File: src/rtl/demux8_deser_if.sv
// Serial-in / word-out bundle for the 8:1 deserialiser.
// The slave side is the deserialiser; the master side is its producer and consumer.
interface demux8_deser_if #(
  parameter int WIDTH = 8,
  parameter int SEL_W = 3
);
  logic             clr;
  logic             din;
  logic             in_valid;
  logic             in_ready;
  logic [SEL_W-1:0] sel;
  logic [WIDTH-1:0] out_word;
  logic             out_valid;
  logic             out_ready;

  modport slave (
    input  clr, din, in_valid, out_ready,
    output in_ready, sel, out_word, out_valid
  );

  modport master (
    output clr, din, in_valid, out_ready,
    input  in_ready, sel, out_word, out_valid
  );
endinterface

File: src/rtl/demux8_deser.sv
// Rebuilds WIDTH-bit words, LSB first, from a serial bit stream and presents them
// on a valid/ready output with one word of skid storage held in the accumulator.
module demux8_deser #(
  parameter int WIDTH = 8,
  parameter int SEL_W = 3
) (
  input logic           clk,
  input logic           rst,
  demux8_deser_if.slave bus
);

  logic [WIDTH-1:0] r_acc;
  logic [SEL_W-1:0] r_sel;
  logic             r_pending;
  logic [WIDTH-1:0] r_out_word;
  logic             r_out_valid;

  logic             w_accept;
  logic             w_xfer;
  logic             w_last;
  logic [WIDTH-1:0] w_word;

  assign w_accept = bus.in_valid && !r_pending;
  assign w_xfer   = r_out_valid && bus.out_ready;
  assign w_last   = (r_sel == SEL_W'(WIDTH - 1));
  assign w_word   = {bus.din, r_acc[WIDTH-2:0]};

  assign bus.in_ready  = !r_pending;
  assign bus.sel       = r_sel;
  assign bus.out_word  = r_out_word;
  assign bus.out_valid = r_out_valid;

  always_ff @(posedge clk) begin
    if (rst) begin
      r_acc       <= '0;
      r_sel       <= '0;
      r_pending   <= 1'b0;
      r_out_word  <= '0;
      r_out_valid <= 1'b0;
    end else begin
      // A completed word held in the accumulator drains into the output register.
      if (w_xfer) begin
        if (r_pending) begin
          r_out_word <= r_acc;
          r_pending  <= 1'b0;
          r_acc      <= '0;
        end else begin
          r_out_valid <= 1'b0;
        end
      end

      if (bus.clr) begin
        r_sel <= '0;
        if (!r_pending) r_acc <= '0;
      end else if (w_accept) begin
        if (!w_last) begin
          r_acc[r_sel] <= bus.din;
          r_sel        <= r_sel + SEL_W'(1);
        end else begin
          r_sel <= '0;
          // NOTE: non-blocking, so this refill overrides the out_valid clear above
          // in the same cycle and words stream with no bubble.
          if (!r_out_valid || w_xfer) begin
            r_out_word  <= w_word;
            r_out_valid <= 1'b1;
          end else begin
            r_acc[WIDTH-1] <= bus.din;
            r_pending      <= 1'b1;
          end
        end
      end
    end
  end

endmodule

File: src/flat_wrapper.sv
// flat-port wrapper written by rule: the top's interface ports become plain ports
module demux8_deser_flat 
#(
  parameter int WIDTH = 8,
  parameter int SEL_W = 3
)
  (clk, rst, bus_clr, bus_din, bus_in_valid, bus_out_ready, bus_in_ready, bus_sel, bus_out_word, bus_out_valid);
  demux8_deser_if #(.WIDTH(WIDTH), .SEL_W(SEL_W)) bus_i ();
  input logic clk;
  input logic rst;
  input wire logic [$bits(bus_i.clr)-1:0] bus_clr;
  input wire logic [$bits(bus_i.din)-1:0] bus_din;
  input wire logic [$bits(bus_i.in_valid)-1:0] bus_in_valid;
  input wire logic [$bits(bus_i.out_ready)-1:0] bus_out_ready;
  output wire logic [$bits(bus_i.in_ready)-1:0] bus_in_ready;
  output wire logic [$bits(bus_i.sel)-1:0] bus_sel;
  output wire logic [$bits(bus_i.out_word)-1:0] bus_out_word;
  output wire logic [$bits(bus_i.out_valid)-1:0] bus_out_valid;
  assign bus_i.clr = bus_clr;
  assign bus_i.din = bus_din;
  assign bus_i.in_valid = bus_in_valid;
  assign bus_i.out_ready = bus_out_ready;
  assign bus_in_ready = bus_i.in_ready;
  assign bus_sel = bus_i.sel;
  assign bus_out_word = bus_i.out_word;
  assign bus_out_valid = bus_i.out_valid;
  demux8_deser #(.WIDTH(WIDTH), .SEL_W(SEL_W)) u_core (.clk(clk), .rst(rst), .bus(bus_i));
endmodule
File: config.mk
export PLATFORM = sky130hd
export DESIGN_NAME = demux8_deser_flat
export DESIGN_NICKNAME = d
export VERILOG_FILES = /design/src/rtl/demux8_deser_if.sv /design/src/rtl/demux8_deser.sv /design/src/flat_wrapper.sv
export SDC_FILE = /design/constraint.sdc
export NUM_CORES = 1
export LEC_CHECK = 0
export BUFFER_PORTS_ARGS = -buffer_cell sky130_fd_sc_hd__buf_2
export CAP_MARGIN = 10
export CORE_AREA = 2 2 48 50
export CTS_BUF_LIST = sky130_fd_sc_hd__clkbuf_16
export DETAILED_ROUTE_END_ITERATION = 10
export DIE_AREA = 0 0 50 52
export HOLD_SLACK_MARGIN = 0.15
export PLACE_DENSITY = 0.86
export SLEW_MARGIN = 5
export SYNTH_ARGS = -nofsm -noshare
export SYNTH_HDL_FRONTEND = slang
export SYNTH_SLANG_ARGS = --single-unit
File: constraint.sdc
create_clock -name clk -period 2.7 [get_ports clk]
set_input_delay 0.135 -clock clk [delete_from_list [all_inputs] [get_ports clk]]
set_output_delay 0.135 -clock clk [all_outputs]
set_load 0.01 [all_outputs]
==> flow_summary.ini, run 1 <==
[sta]
tns_ns = 0
fmax_mhz = 471.7
relSlewSlack_pct = 59.92
slew_violations = 0
setup_violations = 0
fin_crit_sh_pct = 78.51
skew_ns = 0.001784
rsz0062_at_grt = false
fin_crit_ns = 2.120
max_slew.worst_pin.slew_ns = 0.6006
hold_violations = 0

[setup_path]
crit_path_cell_trace = ha_1 > ha_1 > or4b_4 > nor4b_4 > mux2i_1
required_ns = 2.88
path_depth = 5
crit_family = simple AND/OR/NAND/NOR gates
slowest_stage = or4b_4
worstPathArrival_ns = 2.30
path_buf_inv = 0
path_class = reg -> reg
setup.worst_path.start_class = register
max_stage_delay_ns = 0.60
cp_common_cell = ha_1
cp_max_fo = 14
setup.worst_path.end_class = register
rr_worst_depth = 5

[placed_design]
placed_cell_area_mm2 = 0.001210
port_buffers = 18
place_congestion = 0.8278
dp_hpwl_mm = 1.581

[power_and_ir_drop]
power.static_leakage_nw = 0.4754
vdd_drop_max_mv = 0.2421
power_density_mw_per_mm2 = 512.1
power_uw = 660.6

[yosys]
ys_types = 36
avgSynthCellArea_um2 = 9.394
syn_area_mm2 = 0.001127
syn_nets = 129
synth_edf_count = 0
yosysSeqAreaShare_pct = 37.29
synth_warnings = 0
synth_flop_cell = dfxtp_1
synthArstFlopShare_pct = 0
ys_ff_latch = 21
syn_inst = 120

[cells_and_area]
layout_common_cells = dfxtp_1 (21), nand2_1 (18), buf_2 (18), mux2i_1 (16), nand4_1 (8)
fin_area_mm2 = 0.001290
nFillCells = 187
diodes = 0
final_common_cell = dfxtp_1
nNetsFinal = 143
drive_gt1_share_pct = 23.31
syn2layout_area_growth_pct = 14.43

[drt]
num_vias = 931
routed_via_density = 5.783
routed_wl_mm = 2.213
wire_per_inst_um = 13.75
firstDrtPassIters = 4
drcViolationCount = 0
antenna_left = 0
drtIter0Drc = 20

[die]
core_mm2 = 0.002106
die_area_mm2 = 0.002600
die_x_um = 50
die_h_um = 52
io_pins = 19
initial_core_util_pct = 53.54
rows = 17

[min_path]
hold_path_class = in -> reg
hold_depth = 2

[status]
outcome = completed

[clocking]
clock_latency_ns = 0.25
clkTransAtPathRegs_ns = 0.06
tritoncts = done
clk_path_buf_depth = 2
cts_root_buf = clkbuf_16
htree_levels = 1
cts_buffers = 3
cts.sinks = 21
post_cts_buffers = 0
ctsResizeCount = 0
postCtsHoldBufs = 0

[global_route]
antenna_found_initial = 0
grt-ovfl-total = 0
track_usage_pct = 18.96
first_global_vias = 837
grt_first_pass_wirelength_mm = 3.781
grt_max_degree = 24

[run]
cap_violations = 0
==> metal layers <==
metal  track usage (%)  up-vias  wire length (um)
met3             2.874        6                76
li1                  -      463                 -
met5                 0        -                 0
met4             7.870        0                43
met1             25.13      443              1069
met2             30.70       19              1023
==> where the power goes <==
part	internal [mW]	switching, mW
Clock	0.199	0.111
Combinational	0.0124	0.0227
Sequential	0.312	0.00381
Total	0.523	0.138
==> area by class of cell <==
cell class / instances / area [um^2] / area share (%)
Clock buffer: 3 / 75.07 / 5.820
Clock inverter: 1 / 5.005 / 0.3880
Inverter: 3 / 11.26 / 0.8729
Multi-Input combinational cell: 87 / 653.1 / 50.63
Sequential cell: 21 / 420.4 / 32.59
Tap cell: 28 / 35.03 / 2.716
Timing Repair Buffer: 18 / 90.09 / 6.983
==> path summary, 6_finish.rpt <==
| path | start | endpoint | slack (ns) |
|---|---|---|---|
| min reg2reg | u_core.bus.out_word[5] | u_core.bus.out_word[5] | 0.45 |
| max | u_core.bus.sel[0] | u_core.r_acc[2] | 0.58 |
| min | rst | u_core.bus.out_valid | 0.16 |
| max reg2reg | u_core.bus.sel[0] | u_core.r_acc[2] | 0.58 |
==> through the flow <==
step / utilization, % / instances / hold slack, ns / setup slack, ns
4_1_cts: 61.26 / 161 / 0.1553 / 0.5727
2_1_floorplan: - / 120 / 0.3172 / 0.8466
6_report: 61.26 / 161 / 0.1553 / 0.5801
5_1_grt: 61.26 / 161 / 0.1764 / 0.4691
3_5_place_dp: 57.46 / 157 / 0.4163 / 0.5656
3_3_place_gp: 57.46 / 157 / 0.4100 / 0.6937
==> cell usage after synthesis (3+ instances only) <==
master    instances  share of area, %
nand4_1           8               4.4
nand2_1          18               6.0
inv_1             3               1.0
ha_1              3               3.3
mux2i_1          16                14
nand3_1           4               1.8
dfxtp_1          21                37
clkbuf_1          6               2.0
nand3b_1          3               2.0
a21oi_1           3               1.3
nand4b_1          3               2.3
==> sequential cells by signal, indices dropped and copies added, names as in the netlist <==
signal	flops
u_core.bus.sel	3
u_core.r_pending	1
u_core.bus.out_word	8
u_core.bus.out_valid	1
u_core.r_acc	8
==> logic make-up (layout without fill, tap and decap cells) <==
group / count (synthesis) / after routing / share of synthesized area, %
DFF: 21 / 21 / 37.29
and+or+nand+nor: 56 / 56 / 31.85
adders and majority gates: 3 / 3 / 3.330
buffers and inverters: 12 / 25 / 4.771
AOI/OAI and AO/OA: 12 / 12 / 8.546
muxes: 16 / 16 / 14.21
Power figures use the tool's default switching activity.
==> inputs of run 2 (changes only) <==
--- a/config.mk
+++ b/config.mk
@@ -7,12 +7,12 @@
 export LEC_CHECK = 0
 export BUFFER_PORTS_ARGS = -buffer_cell sky130_fd_sc_hd__buf_2
 export CAP_MARGIN = 10
-export CORE_AREA = 2 2 48 50
+export CORE_AREA = 2 2 51 53
 export CTS_BUF_LIST = sky130_fd_sc_hd__clkbuf_16
 export DETAILED_ROUTE_END_ITERATION = 10
-export DIE_AREA = 0 0 50 52
+export DIE_AREA = 0 0 53 55
 export HOLD_SLACK_MARGIN = 0.15
-export PLACE_DENSITY = 0.86
+export PLACE_DENSITY = 0.8
 export SLEW_MARGIN = 5
 export SYNTH_ARGS = -nofsm -noshare
 export SYNTH_HDL_FRONTEND = slang
==> constraint.sdc (replaced) <==
create_clock -name clk -period 1.8 [get_ports clk]
set_input_delay 0.09 -clock clk [delete_from_list [all_inputs] [get_ports clk]]
set_output_delay 0.09 -clock clk [all_outputs]
set_load 0.01 [all_outputs]
==> flow_summary.ini, run 2 (same netlist as run 1, synthesis figures left out) <==
[global_route]
grt-ovfl-total = 0
antenna_found_initial = 0
first_global_vias = 908
grt_max_degree = 24
track_usage_pct = 19.21
grt_first_pass_wirelength_mm = 4.036

[cells_and_area]
final_util_pct = 58.99
layout_common_cells = nand2_1 (18), buf_2 (18), dfxtp_1 (18), mux2i_1 (16), nand4_1 (8)
diodes = 0
fin_area_mm2 = 0.001395
drive_gt1_share_pct = 30.00
nNetsFinal = 150
syn2layout_area_growth_pct = 23.75

[setup_path]
slowest_stage = or4b_4
required_ns = 1.98
setup.worst_path.start_class = register
path_class = reg -> reg
max_stage_delay_ns = 0.56
cp_max_fo = 5
setup.worst_path.end_class = register
path_buf_inv = 1
worstPathArrival_ns = 1.97
cp_common_cell = ha_4
crit_family = simple AND/OR/NAND/NOR gates
crit_path_cell_trace = ha_4 > ha_4 > or4b_4 > buf_4 > nor3_4 > mux2i_1

[placed_design]
port_buffers = 18
placed_cell_area_mm2 = 0.001245
place_congestion = 0.8107
dp_hpwl_mm = 1.691

[drt]
firstDrtPassIters = 4
drcViolationCount = 0
drtIter0Drc = 32
antenna_left = 0
num_vias = 968
routed_wl_mm = 2.480
wire_per_inst_um = 14.59
routed_via_density = 5.694

[power_and_ir_drop]
seqPwrFrac_pct = 46.7
p_comb_share_pct = 6.5
power_mw = 1.006
power_density_mw_per_mm2 = 721.4
vdd_drop_max_mv = 0.3851
p_sw_uw = 216.8
clkPwrFrac_pct = 46.8
power.static_leakage_nw = 0.5096
intPower_uw = 789.6
p_sw_share_pct = 21.54

[die]
die_area_mm2 = 0.002915
die_x_um = 53
initial_core_util_pct = 47.67
io_pins = 19
rows = 18
die_h_um = 55
core_mm2 = 0.002365

[sta]
fin_crit_sh_pct = 98.98
fmax_mhz = 561.3
hold_violations = 0
whs_ns = 0.1780
fin_crit_ns = 1.782
relSlewSlack_pct = 58.96
max_slew.worst_pin.slew_ns = 0.6150
setup_violations = 0
rsz0062_at_grt = true
slew_violations = 0
skew_ns = 0.003175

[clocking]
htree_levels = 1
clock_latency_ns = 0.25
cts_buffers = 3
clkTransAtPathRegs_ns = 0.06
clk_path_buf_depth = 2
cts_root_buf = clkbuf_16
cts.sinks = 21
tritoncts = done

[min_path]
hold_path_class = in -> reg

[status]
outcome = completed

[run]
cap_violations = 0
## run 2: cell types whose count changed in the layout (fill, tap and decap cells not counted), moves of 2 or more
cell,previous run,this run
buf_4,0,5
dfxtp_1,21,18
dfxtp_2,0,3
ha_1,3,1
ha_4,0,2
## run 2: worst register-to-register path, delay by kind of cell, from the launching register on
| family | cells | cell delay (ns) |
|---|---|---|
| DFF | 1 | 0.33 |
| muxes | 1 | 0.19 |
| buffers and inverters | 1 | 0.17 |
| adders and majority gates | 2 | 0.31 |
| and+or+nand+nor | 2 | 0.70 |
## run 2: what timing repair did
item | 4_1_cts | 5_1_grt
hold endpoints to repair | 4 | 0
hold buffers | 1 | 0
setup endpoints to repair | 0 | 6
buffers inserted | 0 | 2
resized for setup | 0 | 7
## run 2: routing by layer
| layer | global-route usage [%] | part of all wire, % | vias up |
|---|---|---|---|
| met4 | 10.26 | 1.5 | 0 |
| met2 | 32.08 | 49 | 35 |
| met3 | 3.226 | 6.3 | 5 |
| li1 | - | - | 477 |
| met5 | 0 | 0 | - |
| met1 | 23.80 | 43 | 451 |
## run 2: path summary, 6_finish.rpt
check,startpoint,end,slack [ns],cells after the start
min,bus_clr,u_core.bus.sel[2],0.18,2
max,u_core.bus.sel[1],u_core.r_acc[3],0.02,6
min reg2reg,u_core.bus.out_word[6],u_core.bus.out_word[6],0.46,2
max reg2reg,u_core.bus.sel[1],u_core.r_acc[3],0.02,6
## run 2: stage by stage
stage / std cells / setup TNS [ns] / setup slack [ns]
after global routing: 170 / -0.06235 / -0.04730
after floorplan: 120 / 0 / 0.01632
after detailed placement: 163 / 0 / 0.05635
after CTS: 168 / 0 / 0.04441
final: 170 / 0 / 0.01833
after global placement: 163 / 0 / 0.09625
## run 2: area by class of cell
| type | count | area (um^2) |
|---|---|---|
| Multi-Input combinational cell | 87 | 684.4 |
| Tap cell | 30 | 37.54 |
| Fill cell | 207 | 969.7 |
| Timing Repair Buffer | 25 | 157.7 |
| Clock inverter | 1 | 5.005 |
| Sequential cell | 21 | 424.2 |
| Inverter | 3 | 11.26 |
| Clock buffer | 3 | 75.07 |
## run 2: power by group through the flow
stage / combinational [mW] / sequential (mW) / clock [mW]
CTS: 0.0617 / 0.469 / 0.485
global route: 0.0713 / 0.469 / 0.505
finish: 0.0653 / 0.470 / 0.471
global placement: 0.0565 / 0.479 / 0
detailed placement: 0.0592 / 0.479 / 0
floorplan: 0.0405 / 0.480 / 0
==> inputs of run 3 (changes only) <==
--- a/config.mk
+++ b/config.mk
@@ -7,12 +7,12 @@
 export LEC_CHECK = 0
 export BUFFER_PORTS_ARGS = -buffer_cell sky130_fd_sc_hd__buf_2
 export CAP_MARGIN = 10
-export CORE_AREA = 2 2 51 53
+export CORE_AREA = 2 2 56 58
 export CTS_BUF_LIST = sky130_fd_sc_hd__clkbuf_16
 export DETAILED_ROUTE_END_ITERATION = 10
-export DIE_AREA = 0 0 53 55
+export DIE_AREA = 0 0 58 60
 export HOLD_SLACK_MARGIN = 0.15
-export PLACE_DENSITY = 0.8
+export PLACE_DENSITY = 0.7
 export SLEW_MARGIN = 5
 export SYNTH_ARGS = -nofsm -noshare
 export SYNTH_HDL_FRONTEND = slang
==> flow_summary.ini, run 3 (same netlist as run 1, synthesis figures left out) <==
[status]
outcome = completed

[drt]
wire_per_inst_um = 13.83
routed_wl_mm = 2.434
num_vias = 958
routed_via_density = 5.443
drtIter0Drc = 22
drcViolationCount = 0
antenna_left = 0
firstDrtPassIters = 4

[sta]
fmax_mhz = 555.9
layout_setup_ws_ns = 0.001229
max_slew.worst_pin.slew_ns = 0.4738
setup_violations = 0
fin_crit_ns = 1.799
relSlewSlack_pct = 67.97
whs_ns = 0.1588
fin_crit_sh_pct = 99.93
slew_violations = 0
tns_ns = 0
hold_violations = 0
rsz0062_at_grt = true
skew_ns = 0.001590

[clocking]
htree_levels = 1
cts_root_buf = clkbuf_16
tritoncts = done
clk_path_buf_depth = 2
clkTransAtPathRegs_ns = 0.06
cts.sinks = 21
clock_latency_ns = 0.25
cts_buffers = 3

[cells_and_area]
syn2layout_area_growth_pct = 24.31
final_util_pct = 48.28
layout_common_cells = nand2_1 (18), buf_2 (18), dfxtp_1 (18), mux2i_1 (16), buf_4 (9)
diodes = 0
drive_gt1_share_pct = 30.77
nNetsFinal = 153
seq_area_um2 = 424.2
finalNonFillerCells = 176
nFillCells = 267
fin_area_mm2 = 0.001401
multi_input_area_um2 = 678.2

[setup_path]
cp_common_cell = ha_4
crit_family = simple AND/OR/NAND/NOR gates
max_stage_delay_ns = 0.57
r2r_end = u_core.r_acc[2]
worstPathArrival_ns = 1.98
setup.worst_path.start_class = register
cp_max_fo = 5
required_ns = 1.98
slowest_stage = or4b_4
path_class = reg -> reg
crit_path_cell_trace = ha_4 > ha_4 > or4b_4 > nor4b_4 > mux2i_1
r2r_start = u_core.bus.sel[1]
r2r_slack_ns = 0.001
rr_worst_depth = 5
path_buf_inv = 0
setup.worst_path.end_class = register

[min_path]
whs_endpoint = u_core.bus.out_word[7]
hold_depth = 3
worstHoldStart = bus_din
hold_path_class = in -> reg

[global_route]
track_usage_pct = 15.48
grt_first_pass_wirelength_mm = 4.195
grt-ovfl-total = 0
antenna_found_initial = 0
first_global_vias = 900
grt_max_degree = 14

[die]
rows = 20
die_area_mm2 = 0.003480
initial_core_util_pct = 38.84
core_mm2 = 0.002903
die_x_um = 58
die_h_um = 60
io_pins = 19

[power_and_ir_drop]
power.static_leakage_nw = 0.5251
power_density_mw_per_mm2 = 706.7
power_uw = 990.3
vdd_drop_max_mv = 0.3974

[placed_design]
port_buffers = 18
numPlacedInstances = 168
post-place-ws_ns = 0.03010
dp_hpwl_mm = 1.760
place_congestion = 0.7965
placed_cell_area_mm2 = 0.001264

[run]
cap_violations = 0
## run 3: area by class of cell
type	instances	area share (%)
clock buffer	3	5.357
clock inverter	1	0.2679
inverter	3	0.8036
multi-input combinational	87	48.39
sequential	21	30.27
tap	33	2.946
timing repair buffer	28	11.96
## run 3: routing by layer
| metal | track usage [%] | vias up | part of all wire [%] |
|---|---|---|---|
| li1 | - | 486 | - |
| met1 | 19.10 | 450 | 46 |
| met2 | 27.11 | 20 | 49 |
| met3 | 2.597 | 2 | 4.1 |
| met4 | 5.648 | 0 | 0.62 |
| met5 | 0 | - | 0 |
## run 3: what timing repair did
item,CTS,global route
endpoints found under the hold margin,3,0
setup endpoints to repair,0,3
setup buffers,0,3
resized for setup,0,6
hold buffers,1,0
## run 3: worst max-delay path by stage
stage                            from              end  slack (ns)  cells past startpoint
floorplan           u_core.bus.sel[0]  u_core.r_acc[2]        0.02                      5
global placement    u_core.bus.sel[0]  u_core.r_acc[2]        0.10                      5
detailed placement  u_core.bus.sel[0]  u_core.r_acc[2]        0.03                      5
CTS                 u_core.bus.sel[0]  u_core.r_acc[2]       0.005                      5
global route        u_core.bus.sel[0]  u_core.r_acc[2]       -0.04                      5
finish              u_core.bus.sel[1]  u_core.r_acc[2]       0.001                      5
## run 3: power breakdown
part	total (mW)	switching, mW	internal [mW]	leakage (nW)
clock	0.456	0.161	0.295	0.0423
sequential	0.470	0.00201	0.468	0.171
combinational	0.0643	0.0403	0.0240	0.312
total	0.990	0.203	0.787	0.525
## run 3: tightest hold or removal path: cells and delay by family
| family | cells | cell delay (ns) |
|---|---|---|
| buf+inv | 1 | 0.11 |
| compound gates | 2 | 0.17 |
